[src/rtl/tick_event_counter_if.sv]
// rtl/tick_event_counter_if.sv - control and status bundle between the divider-side driver and tick_event_counter
interface tick_event_counter_if #(
  parameter int WIDTH = 4
);
  logic             tick_in;
  logic             start;
  logic             stop;
  logic             dir_down;
  logic             one_shot;
  logic             load;
  logic [WIDTH-1:0] load_value;
  logic [WIDTH-1:0] count;
  logic             running;
  logic             wrap;
  logic             done;

  modport master (
    output tick_in, start, stop, dir_down, one_shot, load, load_value,
    input  count, running, wrap, done
  );

  modport slave (
    input  tick_in, start, stop, dir_down, one_shot, load, load_value,
    output count, running, wrap, done
  );
endinterface

[src/rtl/tick_event_counter.sv]
// rtl/tick_event_counter.sv - up/down tick counter in [0, MAX_VALUE] with wrap/one-shot FSM; optional hex display under TICK_EVENT_COUNTER_SEG7_EN
module tick_event_counter #(
  parameter int WIDTH     = 4,
  parameter int MAX_VALUE = 9
) (
  input  logic                 clk_fast,
  input  logic                 reset,
  tick_event_counter_if.slave  bus
`ifdef TICK_EVENT_COUNTER_SEG7_EN
  ,
  output logic [6:0]           seg_n
`endif
);

  localparam logic [WIDTH-1:0] MAX_W = MAX_VALUE[WIDTH-1:0];

  typedef enum logic [1:0] {
    IDLE   = 2'd0,
    RUN    = 2'd1,
    PAUSED = 2'd2,
    DONE   = 2'd3
  } state_t;

  state_t           state_q, state_n;
  logic [WIDTH-1:0] count_q, count_n;
  logic             wrap_q, wrap_n;
  logic [WIDTH-1:0] load_sat;

  // Ripple-carry increment built from XOR/AND terms.
  function automatic logic [WIDTH-1:0] inc_f(input logic [WIDTH-1:0] v);
    logic [WIDTH-1:0] r;
    logic             c;
    c = 1'b1;
    for (int i = 0; i < WIDTH; i++) begin
      r[i] = v[i] ^ c;
      c    = c & v[i];
    end
    return r;
  endfunction

  // Ripple-borrow decrement built from XOR/AND terms.
  function automatic logic [WIDTH-1:0] dec_f(input logic [WIDTH-1:0] v);
    logic [WIDTH-1:0] r;
    logic             b;
    b = 1'b1;
    for (int i = 0; i < WIDTH; i++) begin
      r[i] = v[i] ^ b;
      b    = b & ~v[i];
    end
    return r;
  endfunction

  assign load_sat = (bus.load_value > MAX_W) ? MAX_W : bus.load_value;

  // State, count and wrap pulse registers with synchronous reset.
  always_ff @(posedge clk_fast) begin
    if (reset) begin
      state_q <= IDLE;
      count_q <= '0;
      wrap_q  <= 1'b0;
    end else begin
      state_q <= state_n;
      count_q <= count_n;
      wrap_q  <= wrap_n;
    end
  end

  // Next state/count in priority order load > stop > start > tick; terminal check uses the pre-tick count.
  always_comb begin
    state_n = state_q;
    count_n = count_q;
    wrap_n  = 1'b0;
    if (bus.load) begin
      count_n = load_sat;
      if (state_q == DONE) state_n = IDLE;
    end else if (bus.stop && state_q == RUN) begin
      state_n = PAUSED;
    end else if (bus.start) begin
      if (state_q != RUN) state_n = RUN;
    end else if (bus.tick_in && state_q == RUN) begin
      if (!bus.dir_down) begin
        if (count_q == MAX_W) begin
          if (bus.one_shot) begin
            state_n = DONE;
          end else begin
            count_n = '0;
            wrap_n  = 1'b1;
          end
        end else begin
          count_n = inc_f(count_q);
        end
      end else begin
        if (count_q == '0) begin
          if (bus.one_shot) begin
            state_n = DONE;
          end else begin
            count_n = MAX_W;
            wrap_n  = 1'b1;
          end
        end else begin
          count_n = dec_f(count_q);
        end
      end
    end
  end

  assign bus.count   = count_q;
  assign bus.wrap    = wrap_q;
  assign bus.running = (state_q == RUN);
  assign bus.done    = (state_q == DONE);

`ifdef TICK_EVENT_COUNTER_SEG7_EN
  logic [3:0] nib;

  if (WIDTH >= 4) begin : g_nib_wide
    assign nib = count_q[3:0];
  end else begin : g_nib_narrow
    assign nib = {{(4-WIDTH){1'b0}}, count_q};
  end

  // Active-low {g,f,e,d,c,b,a} hex decode of the low nibble of count.
  always_comb begin
    seg_n = 7'b1000000;
    case (nib)
      4'h0: seg_n = 7'b1000000;
      4'h1: seg_n = 7'b1111001;
      4'h2: seg_n = 7'b0100100;
      4'h3: seg_n = 7'b0110000;
      4'h4: seg_n = 7'b0011001;
      4'h5: seg_n = 7'b0010010;
      4'h6: seg_n = 7'b0000010;
      4'h7: seg_n = 7'b1111000;
      4'h8: seg_n = 7'b0000000;
      4'h9: seg_n = 7'b0010000;
      4'hA: seg_n = 7'b0001000;
      4'hB: seg_n = 7'b0000011;
      4'hC: seg_n = 7'b1000110;
      4'hD: seg_n = 7'b0100001;
      4'hE: seg_n = 7'b0000110;
      4'hF: seg_n = 7'b0001110;
      default: seg_n = 7'b1000000;
    endcase
  end
`endif

endmodule

[src/flat_wrapper.sv]
// flat-port wrapper written by rule: the top's interface ports become plain ports
module tick_event_counter_flat 
#(
  parameter int WIDTH     = 4,
  parameter int MAX_VALUE = 9
)
  (clk_fast, reset, bus_tick_in, bus_start, bus_stop, bus_dir_down, bus_one_shot, bus_load, bus_load_value, bus_count, bus_running, bus_wrap, bus_done);
  tick_event_counter_if #(.WIDTH(WIDTH)) bus_i ();
  input  logic clk_fast;
  input  logic reset;
  input wire logic [$bits(bus_i.tick_in)-1:0] bus_tick_in;
  input wire logic [$bits(bus_i.start)-1:0] bus_start;
  input wire logic [$bits(bus_i.stop)-1:0] bus_stop;
  input wire logic [$bits(bus_i.dir_down)-1:0] bus_dir_down;
  input wire logic [$bits(bus_i.one_shot)-1:0] bus_one_shot;
  input wire logic [$bits(bus_i.load)-1:0] bus_load;
  input wire logic [$bits(bus_i.load_value)-1:0] bus_load_value;
  output wire logic [$bits(bus_i.count)-1:0] bus_count;
  output wire logic [$bits(bus_i.running)-1:0] bus_running;
  output wire logic [$bits(bus_i.wrap)-1:0] bus_wrap;
  output wire logic [$bits(bus_i.done)-1:0] bus_done;
  assign bus_i.tick_in = bus_tick_in;
  assign bus_i.start = bus_start;
  assign bus_i.stop = bus_stop;
  assign bus_i.dir_down = bus_dir_down;
  assign bus_i.one_shot = bus_one_shot;
  assign bus_i.load = bus_load;
  assign bus_i.load_value = bus_load_value;
  assign bus_count = bus_i.count;
  assign bus_running = bus_i.running;
  assign bus_wrap = bus_i.wrap;
  assign bus_done = bus_i.done;
  tick_event_counter #(.WIDTH(WIDTH), .MAX_VALUE(MAX_VALUE)) u_core (.clk_fast(clk_fast), .reset(reset), .bus(bus_i));
endmodule
[config.mk]
export PLATFORM = sky130hd
export DESIGN_NAME = tick_event_counter_flat
export DESIGN_NICKNAME = d
export VERILOG_FILES = /design/src/rtl/tick_event_counter_if.sv /design/src/rtl/tick_event_counter.sv /design/src/flat_wrapper.sv
export SDC_FILE = /design/constraint.sdc
export NUM_CORES = 1
export LEC_CHECK = 0
export ABC_AREA = 1
export CAP_MARGIN = 15
export CELL_PAD_IN_SITES_DETAIL_PLACEMENT = 1
export CELL_PAD_IN_SITES_GLOBAL_PLACEMENT = 1
export CORE_MARGIN = 2
export CORE_UTILIZATION = 30
export DETAILED_ROUTE_END_ITERATION = 12
export GPL_TIMING_DRIVEN = 0
export HOLD_SLACK_MARGIN = 0.02
export PLACE_DENSITY_LB_ADDON = 0.3
export SLEW_MARGIN = 15
export SYNTH_ARGS = -nofsm -noshare
export SYNTH_HDL_FRONTEND = slang
export SYNTH_SLANG_ARGS = --single-unit
[constraint.sdc]
create_clock -name clk_fast -period 1.7 [get_ports clk_fast]
set_input_delay 0.255 -clock clk_fast [delete_from_list [all_inputs] [get_ports clk_fast]]
set_output_delay 0.255 -clock clk_fast [all_outputs]
set_load 0.02 [all_outputs]
==> results.cfg <==
[power]
power.leakage_nw = 0.4562
pwr_density_cell_mw_per_mm2 = 632.7
vdd_ir_drop_max_v = 0.0004029
power.total_mw = 0.5692

[layout]
fin_util = 0.4494
final_nets = 152
instances_no_fill = 164
area_growth_syn_to_layout_pct = 37.74
final_layout_size_suffix_gt1_frac = 0.1095
diodes = 0
n_fill_cell = 284
final_area_um2 = 899.6

[routing]
vias = 783
wl_met1_um = 943
drc = 0
route.met3.wl_um = 76
first_iter_violations = 9
post_drt_wl_per_cell_um = 11.97
first_pass_iters = 4
highest_layer = met4
viasPerCell = 4.774
routed_wl_um = 1963
met2_length_um = 935
ant_nets = 0

[synthesis]
synthDistinctLibCells = 20
muxShareOfSynthArea = 0
postSynthCellCount = 115
synth-simple-area-share = 0.4770
synth_top_family_by_area = simple AND/OR/NAND/NOR gates
synth_compound_area_frac = 0.1322
synth_adder_area_share = 0.03831
yosys_warnings = 0
ys_seq_area_frac = 0.2146
synth_nets = 129
syn_avg_cell_area_um2 = 5.679
syn_area_um2 = 653.1
ys_ff_latch = 7
synth-xor-area-share = 0

[setup_path]
cp.required_ns = 1.44
cp-start-kind = register
path_max_fanout = 7
worstSetupPathType = register to output pin
crit_slowest_cell = clkdlybuf4s50_1
path_cells = clkdlybuf4s50_1
slowest_delay_ns = 0.65
cp-end-kind = output pin
critPathTopFamily = buffers and inverters
crit_arrival_ns = 1.36
worst-path-buf-inv = 1

[placed_design]
dp_slack_ns = -0.1363
placed_cell_area_um2 = 867.1
place_inst = 160
hpwl_um = 1649
numPortBuffers = 18
globalplace.congestion = 0.7188

[clock_network]
cts_max_path_buffers = 2
clk_latency_ns = 0.26
post_cts_buffers = 0
cts-resized-gates = 0
cts_num_sinks = 7
clk_pin_slew_worst_paths_ns = 0.06
tritoncts = yes
root_buffer = clkbuf_4
htreeDepth = 1
cts_hold_buf = 0
cts_buffers = 3

[sta]
period_needed_ns = 1.620
maxSlewHeadroom = 0.7845
worst_pin_slew_ns = 0.3203
setup_viol = 0
hold_viol_final = 0
final_max_slew_viol_count = 0
final.period_utilization = 0.9526
fin_skew_ns = 0.005193
fin_ws_ns = 0.08050
fmax_ghz = 0.6175
rsz0062_at_grt = false

[flow_run]
drv_cap = 0

[global_route]
antenna_found_initial = 0
grt_pass1_vias = 872
grt-ovfl-total = 0
grt_max_degree = 10
grt_pass1_wl_um = 3643
grt_use_total = 0.1831

[die]
io_pins = 19
core_mm2 = 0.002002
start_util = 0.3262
die_w_um = 50.66
row_count = 16
fp.dieH_um = 50.66
fp.dieArea_mm2 = 0.002566

[run_status]
status = finished clean

[hold_path]
min_path_type = register to register
==> stage by stage <==
| step | hold WS [ns] | TNS [ns] |
|---|---|---|
| 2_1_floorplan | 0.3174 | 0 |
| 5_1_grt | 0.5615 | 0 |
| 3_5_place_dp | 0.5417 | -0.4076 |
| 4_1_cts | 0.5582 | 0 |
| 6_report | 0.5115 | 0 |
| 3_3_place_gp | 0.5236 | -0.2934 |
==> layout by cell type, fill, tap and decap left out, drive strengths merged, types with 4 or more instances in the layout <==
| cell | count |
|---|---|
| inv | 22 |
| nor2 | 22 |
| clkdlybuf4s50 | 16 |
| o21ai | 8 |
| clkbuf | 4 |
| nand3 | 16 |
| a21oi | 7 |
| dfxtp | 7 |
| nand2 | 26 |
==> synthesized netlist by cell type <==
library cell  instances  area, um2
o21ai_0               7      35.03
ha_1                  2      25.02
dfxtp_1               7      140.1
a22oi_1               1      7.510
nand3_2               2      20.02
nand2_2               2      12.51
or2_2                 1      6.260
or2_0                 1      6.260
inv_2                 1      3.750
a21oi_1               6      30.03
nand2_1              24      90.09
nand3_1              14      70.07
inv_1                21      78.83
a21oi_2               1      8.760
nor2_1               19      71.32
nor2_4                2      22.52
nor4_1                1      6.260
nor2_2                1      6.260
buf_4                 1      7.510
o21ai_1               1      5.000
==> state kept, by name (all words and copies together) (netlist names) <==
register / flops
u_core.state_q: 2
u_core.bus.count: 4
u_core.bus.wrap: 1
==> cell type report <==
class	instances	area [um2]	share of cell area
buffer	1	7.507	0.008345
clock buffer	4	26.28	0.02921
inverter	22	82.58	0.09179
multi-input combinational	85	422.9	0.4701
sequential	7	141.4	0.1572
tap	27	33.78	0.03755
timing repair buffer	18	185.2	0.2058
==> worst paths after layout <==
path / start / endpoint / slack (ns) / cells after the start
max reg2reg: u_core.bus.count[1]$_SDFFE_PP0P_ / u_core.bus.count[3]$_SDFFE_PP0P_ / 0.30 / 9
min reg2reg: u_core.state_q[1]$_SDFFE_PP0P_ / u_core.state_q[1]$_SDFFE_PP0P_ / 0.51 / 2
max: u_core.bus.count[1]$_SDFFE_PP0P_ / bus_count[1] / 0.08 / 1
min: u_core.state_q[1]$_SDFFE_PP0P_ / u_core.state_q[1]$_SDFFE_PP0P_ / 0.51 / 2
==> where the power goes <==
group          internal, mW  switching (mW)  total, mW
sequential            0.176          0.0167      0.193
combinational        0.0924           0.122      0.214
clock                0.0903          0.0718      0.162
total                 0.359           0.210      0.569
==> logic make-up after synthesis <==
family	after synthesis
simple gates	67
fa+ha+maj	2
compound gates	16
buf+inv	23
flops	7
==> routing by layer <==
layer,GRT usage,vias to the layer above
li1,-,405
met5,0,-
met1,0.2306,359
met3,0.02083,2
met4,0.05405,0
met2,0.3246,17
Note: power is estimated with default switching activity, not from simulation.
